File: src/rtl/ram_sdp_param.sv
// ---------------------------------------------------------------------------
// ram_sdp_param
//
// Parametrised simple-dual-port synchronous RAM with a single clock domain.
// One write port with per-byte-lane enables and one independent read port.
// Read latency is selectable (1 or 2 cycles after the rd edge). Read-during-
// write to the same address can return the old or the merged new word. A
// small clear engine zeroes the whole array after reset (optional) or on a
// clr pulse. While it runs, user reads and writes are ignored.
//
// Parameters
//   DATA_W        data width, multiple of BYTE_W
//   BYTE_W        byte-lane width covered by one wbe bit
//   ADDR_W        address width
//   DEPTH         number of words, 1 .. 2**ADDR_W
//   RD_LAT        read latency in cycles, 1 or 2
//   RDW_NEW       same-address read-during-write: 0 old data, 1 merged data
//   INIT_ON_RESET 1 starts the clear engine as soon as reset is released
//
// Ports
//   clk         clock, all state changes on the rising edge
//   reset       asynchronous active-high reset (array contents untouched)
//   wr          write request
//   waddr       write address
//   wdata       write data
//   wbe         byte-lane write enables, lane i = wdata[i*BYTE_W +: BYTE_W]
//   rd          read request
//   raddr       read address
//   clr         single-cycle clear request (ignored while clearing)
//   dout        registered read data, holds when dout_valid is low
//   dout_valid  one-cycle pulse marking a new dout
//   busy        clear engine active, user accesses ignored
//
// Out-of-range addresses (>= DEPTH) drop writes and read back as zero with
// dout_valid still asserted.
// ---------------------------------------------------------------------------
module ram_sdp_param #(
    parameter int DATA_W        = 8,
    parameter int BYTE_W        = 8,
    parameter int ADDR_W        = 5,
    parameter int DEPTH         = 32,
    parameter int RD_LAT        = 1,
    parameter int RDW_NEW       = 0,
    parameter int INIT_ON_RESET = 1
) (
    input  logic                       clk,
    input  logic                       reset,
    input  logic                       wr,
    input  logic [ADDR_W-1:0]          waddr,
    input  logic [DATA_W-1:0]          wdata,
    input  logic [DATA_W/BYTE_W-1:0]   wbe,
    input  logic                       rd,
    input  logic [ADDR_W-1:0]          raddr,
    input  logic                       clr,
    output logic [DATA_W-1:0]          dout,
    output logic                       dout_valid,
    output logic                       busy
);

    localparam int                NB        = DATA_W / BYTE_W;
    localparam logic [ADDR_W:0]   DEPTH_V   = (ADDR_W+1)'(DEPTH);
    localparam logic [ADDR_W-1:0] LAST_ADDR = ADDR_W'(DEPTH - 1);

    // -----------------------------------------------------------------------
    // Clear engine
    // -----------------------------------------------------------------------
    typedef enum logic {
        S_IDLE = 1'b0,
        S_INIT = 1'b1
    } state_t;

    state_t            state_q;
    logic              busy_q;
    logic [ADDR_W-1:0] clr_addr_q;

    // busy_q is kept as its own register so the busy output comes straight
    // from a flop; it always equals (state_q == S_INIT).
    always_ff @(posedge clk or posedge reset) begin
        if (reset) begin
            state_q    <= (INIT_ON_RESET != 0) ? S_INIT : S_IDLE;
            busy_q     <= (INIT_ON_RESET != 0);
            clr_addr_q <= '0;
        end else begin
            case (state_q)
                S_IDLE: begin
                    if (clr) begin
                        state_q    <= S_INIT;
                        busy_q     <= 1'b1;
                        clr_addr_q <= '0;
                    end
                end
                S_INIT: begin
                    // clr is deliberately not looked at here: a running
                    // clear is never restarted by another request.
                    if (clr_addr_q == LAST_ADDR) begin
                        state_q    <= S_IDLE;
                        busy_q     <= 1'b0;
                        clr_addr_q <= '0;
                    end else begin
                        clr_addr_q <= clr_addr_q + 1'b1;
                    end
                end
                default: begin
                    state_q    <= S_IDLE;
                    busy_q     <= 1'b0;
                    clr_addr_q <= '0;
                end
            endcase
        end
    end

    // -----------------------------------------------------------------------
    // Access qualification
    // -----------------------------------------------------------------------
    logic idle;
    logic waddr_ok;
    logic raddr_ok;
    logic wr_acc;
    logic rd_acc;
    logic rd_hit;

    assign idle     = (state_q == S_IDLE);
    assign waddr_ok = ({1'b0, waddr} < DEPTH_V);
    assign raddr_ok = ({1'b0, raddr} < DEPTH_V);
    assign wr_acc   = idle & wr & waddr_ok;
    assign rd_acc   = idle & rd;
    // Same-address collision that must return merged data on the read side.
    assign rd_hit   = (RDW_NEW != 0) & wr_acc & rd_acc & (waddr == raddr);

    // -----------------------------------------------------------------------
    // Array write port: either the clear engine or the user write.
    // Writes are held off while reset is asserted so that reset never
    // disturbs the stored contents.
    // -----------------------------------------------------------------------
    logic              mem_we;
    logic [ADDR_W-1:0] mem_waddr;
    logic [DATA_W-1:0] mem_wdata;
    logic [NB-1:0]     mem_wbe;
    logic [ADDR_W-1:0] mem_raddr;

    assign mem_we    = ~reset & (~idle | wr_acc);
    assign mem_waddr = idle ? waddr : clr_addr_q;
    assign mem_wdata = idle ? wdata : '0;
    assign mem_wbe   = idle ? wbe   : '1;
    // Out-of-range reads are forced to zero later; clamp the index so the
    // array is never addressed outside its bounds.
    assign mem_raddr = raddr_ok ? raddr : '0;

    // -----------------------------------------------------------------------
    // Read stage 1 side information (valid, out-of-range, bypass)
    // -----------------------------------------------------------------------
    logic              rd_vld1_q;
    logic              rd_oor1_q;
    logic              rd_hit1_q;
    logic [DATA_W-1:0] byp_data1_q;
    logic [NB-1:0]     byp_be1_q;

    always_ff @(posedge clk or posedge reset) begin
        if (reset) begin
            rd_vld1_q   <= 1'b0;
            rd_oor1_q   <= 1'b0;
            rd_hit1_q   <= 1'b0;
            byp_data1_q <= '0;
            byp_be1_q   <= '0;
        end else begin
            rd_vld1_q <= rd_acc;
            if (rd_acc) begin
                rd_oor1_q   <= ~raddr_ok;
                rd_hit1_q   <= rd_hit;
                byp_data1_q <= wdata;
                byp_be1_q   <= wbe;
            end
        end
    end

    // -----------------------------------------------------------------------
    // Storage: one array per byte lane so each lane has a plain
    // write-enable and a registered read, which maps onto block RAM.
    // The read register captures the pre-write contents on a collision;
    // the stage-1 bypass then overlays the written lanes when merged data
    // is wanted.
    // -----------------------------------------------------------------------
    logic [DATA_W-1:0] rd_word1;

    genvar gi;
    generate
        for (gi = 0; gi < NB; gi++) begin : g_lane
            logic [BYTE_W-1:0] mem_q [DEPTH];
            logic [BYTE_W-1:0] rdata_q;

            always_ff @(posedge clk) begin
                if (mem_we && mem_wbe[gi]) begin
                    mem_q[mem_waddr] <= mem_wdata[gi*BYTE_W +: BYTE_W];
                end
                if (rd_acc) begin
                    rdata_q <= mem_q[mem_raddr];
                end
            end

            assign rd_word1[gi*BYTE_W +: BYTE_W] =
                rd_oor1_q                   ? '0 :
                (rd_hit1_q && byp_be1_q[gi]) ? byp_data1_q[gi*BYTE_W +: BYTE_W] :
                                               rdata_q;
        end
    endgenerate

    // -----------------------------------------------------------------------
    // Optional extra pipeline stage, then the output register
    // -----------------------------------------------------------------------
    logic              dout_valid_d;
    logic [DATA_W-1:0] dout_d;

    generate
        if (RD_LAT == 2) begin : g_lat2
            logic              rd_vld2_q;
            logic [DATA_W-1:0] rd_word2_q;

            always_ff @(posedge clk or posedge reset) begin
                if (reset) begin
                    rd_vld2_q  <= 1'b0;
                    rd_word2_q <= '0;
                end else begin
                    rd_vld2_q <= rd_vld1_q;
                    if (rd_vld1_q) begin
                        rd_word2_q <= rd_word1;
                    end
                end
            end

            assign dout_valid_d = rd_vld2_q;
            assign dout_d       = rd_word2_q;
        end else begin : g_lat1
            assign dout_valid_d = rd_vld1_q;
            assign dout_d       = rd_word1;
        end
    endgenerate

    logic [DATA_W-1:0] dout_q;
    logic              dout_valid_q;

    always_ff @(posedge clk or posedge reset) begin
        if (reset) begin
            dout_q       <= '0;
            dout_valid_q <= 1'b0;
        end else begin
            dout_valid_q <= dout_valid_d;
            if (dout_valid_d) begin
                dout_q <= dout_d;
            end
        end
    end

    assign dout       = dout_q;
    assign dout_valid = dout_valid_q;
    assign busy       = busy_q;

endmodule

File: config.mk
export PLATFORM = sky130hd
export DESIGN_NAME = ram_sdp_param
export DESIGN_NICKNAME = d
export VERILOG_FILES = /design/src/rtl/ram_sdp_param.sv
export SDC_FILE = /design/constraint.sdc
export NUM_CORES = 1
export LEC_CHECK = 0
export CAP_MARGIN = 20
export CELL_PAD_IN_SITES_DETAIL_PLACEMENT = 0
export CELL_PAD_IN_SITES_GLOBAL_PLACEMENT = 1
export CORE_MARGIN = 1
export CORE_UTILIZATION = 50
export CTS_BUF_LIST = sky130_fd_sc_hd__clkbuf_16
export CTS_CLUSTER_DIAMETER = 100
export DETAILED_ROUTE_END_ITERATION = 16
export PLACE_DENSITY_LB_ADDON = 0.1
export SLEW_MARGIN = 15
export SYNTH_ARGS = -nofsm -noshare
export SYNTH_HDL_FRONTEND = slang
export SYNTH_SLANG_ARGS = --single-unit
File: constraint.sdc
create_clock -name clk -period 3.5 [get_ports clk]
set_input_delay 1.05 -clock clk [delete_from_list [all_inputs] [get_ports clk]]
set_output_delay 1.05 -clock clk [all_outputs]
set_load 0.01 [all_outputs]
==> implementation parameters <==
Parameter                              Value

Worst setup path
  Family of cells with the greatest summed delay on the critical path ... flip-flops
  Startpoint type of the worst setup path ... flip-flop
  Slowest cell delay on critical path ... ~0.55 ns
  Crit path capture type ... output pin
  CP Data Required Time ... about 2.5 ns
  Critical Path AT ... roughly 1.6 ns
  Worst path cell trace ... clkdlybuf4s50_1
  Slowest CP cell ... sky130_fd_sc_hd__dfstp_2
  CP max FO ... 3
  Category of the critical setup timing path ... reg2out
  Sum of buffers and inverters on the critical path ... 1

Placement
  Instance area after placement ... 12000 sq um
  Post-DP HPWL ... between 15000 and 20000 um
  Buffers on Ports ... 33
  RD Place Congestion ... around 0.77

Yosys
  Avg Cell Area, Syn ... 22.2 sq um
  Count of yosys warnings during synthesis ... 0
  Top-area cell type share of the netlist area ... between 70% and 80%
  Dominant cell type by area after synthesis ... sky130_fd_sc_hd__edfxtp_1
  Synthesized instance count ... 495
  Distinct cell type count of the synthesized netlist ... 30
  Post-synthesis net count ... 522
  Netlist Area Pre-Place ... 11000 sq um
  Synthesis-stage register bit count ... roughly 280
  Leading cell types by total area after synthesis ... sky130_fd_sc_hd__edfxtp_1 72%, sky130_fd_sc_hd__mux4_2 16%, sky130_fd_sc_hd__dfrtp_1 3.4%
  Sequential fraction of the synthesis area ... 76.0%

Power and ir drop
  Combinational cell fraction of total power ... 12.4%
  Worst ir drop on vdd ... around 0.36 mV
  LEAKAGE ... 4.41 nW
  Switching part of the total power ... 22.7%
  Relative contribution of the clock network to total power ... 38.3%
  Cell Pwr Density ... 646 nW/um^2
  Internal power consumption ... between 0.006 and 0.007 W
  Net load switching power ... between 0.0015 and 0.002 W
  Sequential power share ... 49.2%

Final layout
  Number of nets in the final layout ... 614
  Layout cell share with drive strength beyond 1 ... between 30 and 40%
  Area added between synthesis and finish ... 18.4%
  Post-Layout Inst Area ... roughly 13000 sq um
  Number of inserted filler cells in the final layout ... 1498

Global routing
  GRT Overall Usage ... 22.5%
  First-pass GRT wire length ... roughly 35000 um
  Initial antenna violation count ... 1
  Number of global-route vias before repair ... approximately 5400
  Pin count of the biggest net entering global routing ... between 40 and 50
  Remaining global-route overflow ... 0

Floorplanning
  Chip Width ... approximately 150 um
  Std-Cell Core Area ... 21300 sq um
  Count of pins on the block boundary ... 34
  Starting utilization of the core area ... 51.7%
  Height of the chip ... ~150 um
  Number of cell rows ... 53
  Area enclosed by the die boundary ... 22600 sq um

Timing
  Post-route clock skew ... roughly 0.0078 ns
  Count of final max-slew check failures ... 0
  Count of endpoints failing setup in the final report ... 0
  Unrepaired setup endpoints after global routing ... no
  Top achievable clock speed ... 376 MHz
  Final period utilization ... 76.0%
  Hold violation total from the final report ... 0
  Worst slew margin relative to its limit ... between 30% and 40%
  Transition time at the pin with the least slew margin ... 0.928 ns
  Minimum period implied by the final worst setup slack ... 2.66 ns
  Setup_tns ... 0 ns

Clocking
  Worst-Skew Late Latency ... about 0.53 ns
  Post-cts resize count ... 0
  Clock transition time at the flip-flop clock pins of the worst setup and hold paths ... about 0.060 ns
  Post-CTS Hold Buffers ... 0
  Num CTS Buffers ... 29
  Clock sink count ... around 280
  Deepest clock path buffer count ... 3
  Level count of the clock H-tree ... 1
  Clock tree from TritonCTS ... yes
  Root buf cell ... sky130_fd_sc_hd__clkbuf_16
  Number of post-CTS setup repair buffers ... 0

Route
  Number of DRC markers after the initial detailed-route iteration ... 416
  Wirelength per Cell ... 26.8 um
  Number of nets with antenna violations after routing ... 0
  Vias per Instance ... 5.93
  Number of remaining DRC errors ... 0
  Number of search-and-repair iterations in the first detailed-routing pass ... 5
  Via total after detailed routing ... 5250
  Overall routed net length ... roughly 24000 um

Flow run
  Number of max-cap violations ... 0

Run status
  Run status ... finished, final reports clean

Min path
  Min-delay worst type ... reg2reg
[synthesized netlist by cell type, drive strengths merged]
master and number:
a21o 1, a21oi 1, a22o 1, and2 1
and3 3, and3b 3, and4b 1, buf 13
clkbuf 10, dfrtp 15, dfstp 2, edfxtp 264
ha 3, inv 2, mux2 18, mux2i 2
mux4 80, nand2 3, nand2b 3, nor2 35
nor2b 10, nor3 1, nor3b 4, nor4bb 1
o211ai 4, o21ai 11, o22ai 3
[per-stage QoR]
| stage | setup slack, ns | hold WS [ns] | total power (W) | cells | util (%) |
|---|---|---|---|---|---|
| after detailed placement | 0.264 | 0.469 | 0.00528 | 831 | 56.4 |
| after floorplan | 0.465 | 0.352 | 0.00478 | 495 | - |
| final | 0.838 | 0.479 | 0.00841 | 885 | 61.2 |
| after CTS | 0.810 | 0.481 | 0.00848 | 884 | 61.2 |
| after global routing | 0.794 | 0.495 | 0.00870 | 884 | 61.2 |
| after global placement | 0.280 | 0.466 | 0.00524 | 831 | 56.4 |
[worst paths after layout]
| kind | cells past startpoint | slack [ns] | startpoint | to |
|---|---|---|---|---|
| worst max-delay path | 1 | 0.84 | busy | busy |
| worst min-delay path | 1 | 0.48 | g_lane[0].rdata_q[4] | dout[4] |
| worst max register to register | 4 | 1.02 | state_q | g_lane[0].mem_q[6][1] |
| worst min register to register | 1 | 0.48 | g_lane[0].rdata_q[4] | dout[4] |
| max in group asynchronous | 3 | 2.06 | reset | state_q |
| min in group asynchronous | 3 | 1.15 | reset | dout[2] |
[power groups by stage]
stage / logic, W / clock network [W] / registers [W]
after floorplan: 0.000603 / 0 / 0.00418
after global placement: 0.00104 / 0 / 0.00420
after detailed placement: 0.00106 / 0 / 0.00422
after CTS: 0.00107 / 0.00327 / 0.00415
after global routing: 0.00114 / 0.00339 / 0.00417
final: 0.00105 / 0.00322 / 0.00414
[cell usage in the layout (no fill, tap or decap), drive strengths merged, types with 10 or more instances in the layout]
master / instances
inv: 11
clkbuf: 29
nor2b: 10
dfrtp: 15
clkdlybuf4s50: 31
nor2: 35
o21ai: 11
buf: 53
edfxtp: 264
mux4: 80
mux2: 18
[layer usage]
metal / routed length, um / track usage, % / vias up
met5: 0 / 0 / -
met4: 350 / 5.25 / 0
met3: 1570 / 4.30 / 31
met2: 11300 / 34.6 / 166
met1: 10500 / 33.6 / 2790
li1: - / - / 2263
[flip-flops by register name, indices dropped and copies added, names as in the netlist]
name	cells
g_lane.mem_q	256
dout	8
g_lane.rdata_q	8
clr_addr_q	5
busy	1
dout_valid	1
dout_valid_d	1
state_q	1
[final cells by class]
class	instances	area [sq um]	share of cell area [%]
flip-flops and latches	281	8360	64.2
diodes	1	2.50	0.0192
clock inverters	24	279	2.14
multi-input cells	189	2540	19.5
inverters	2	7.51	0.0577
clock buffers	29	726	5.57
well taps	275	344	2.64
repair buffers	84	768	5.90
[cell families after synthesis]
logic type	after synthesis	synth area share, %
AO/OA/AOI/OAI	21	1.14
AND/OR/NAND/NOR	65	3.00
adder cells (fa/ha/maj)	3	0.341
multiplexers	100	18.4
buffers and inverters	25	1.14
flip-flops	281	76.0
No activity file was read; power rests on OpenSTA's default activity.
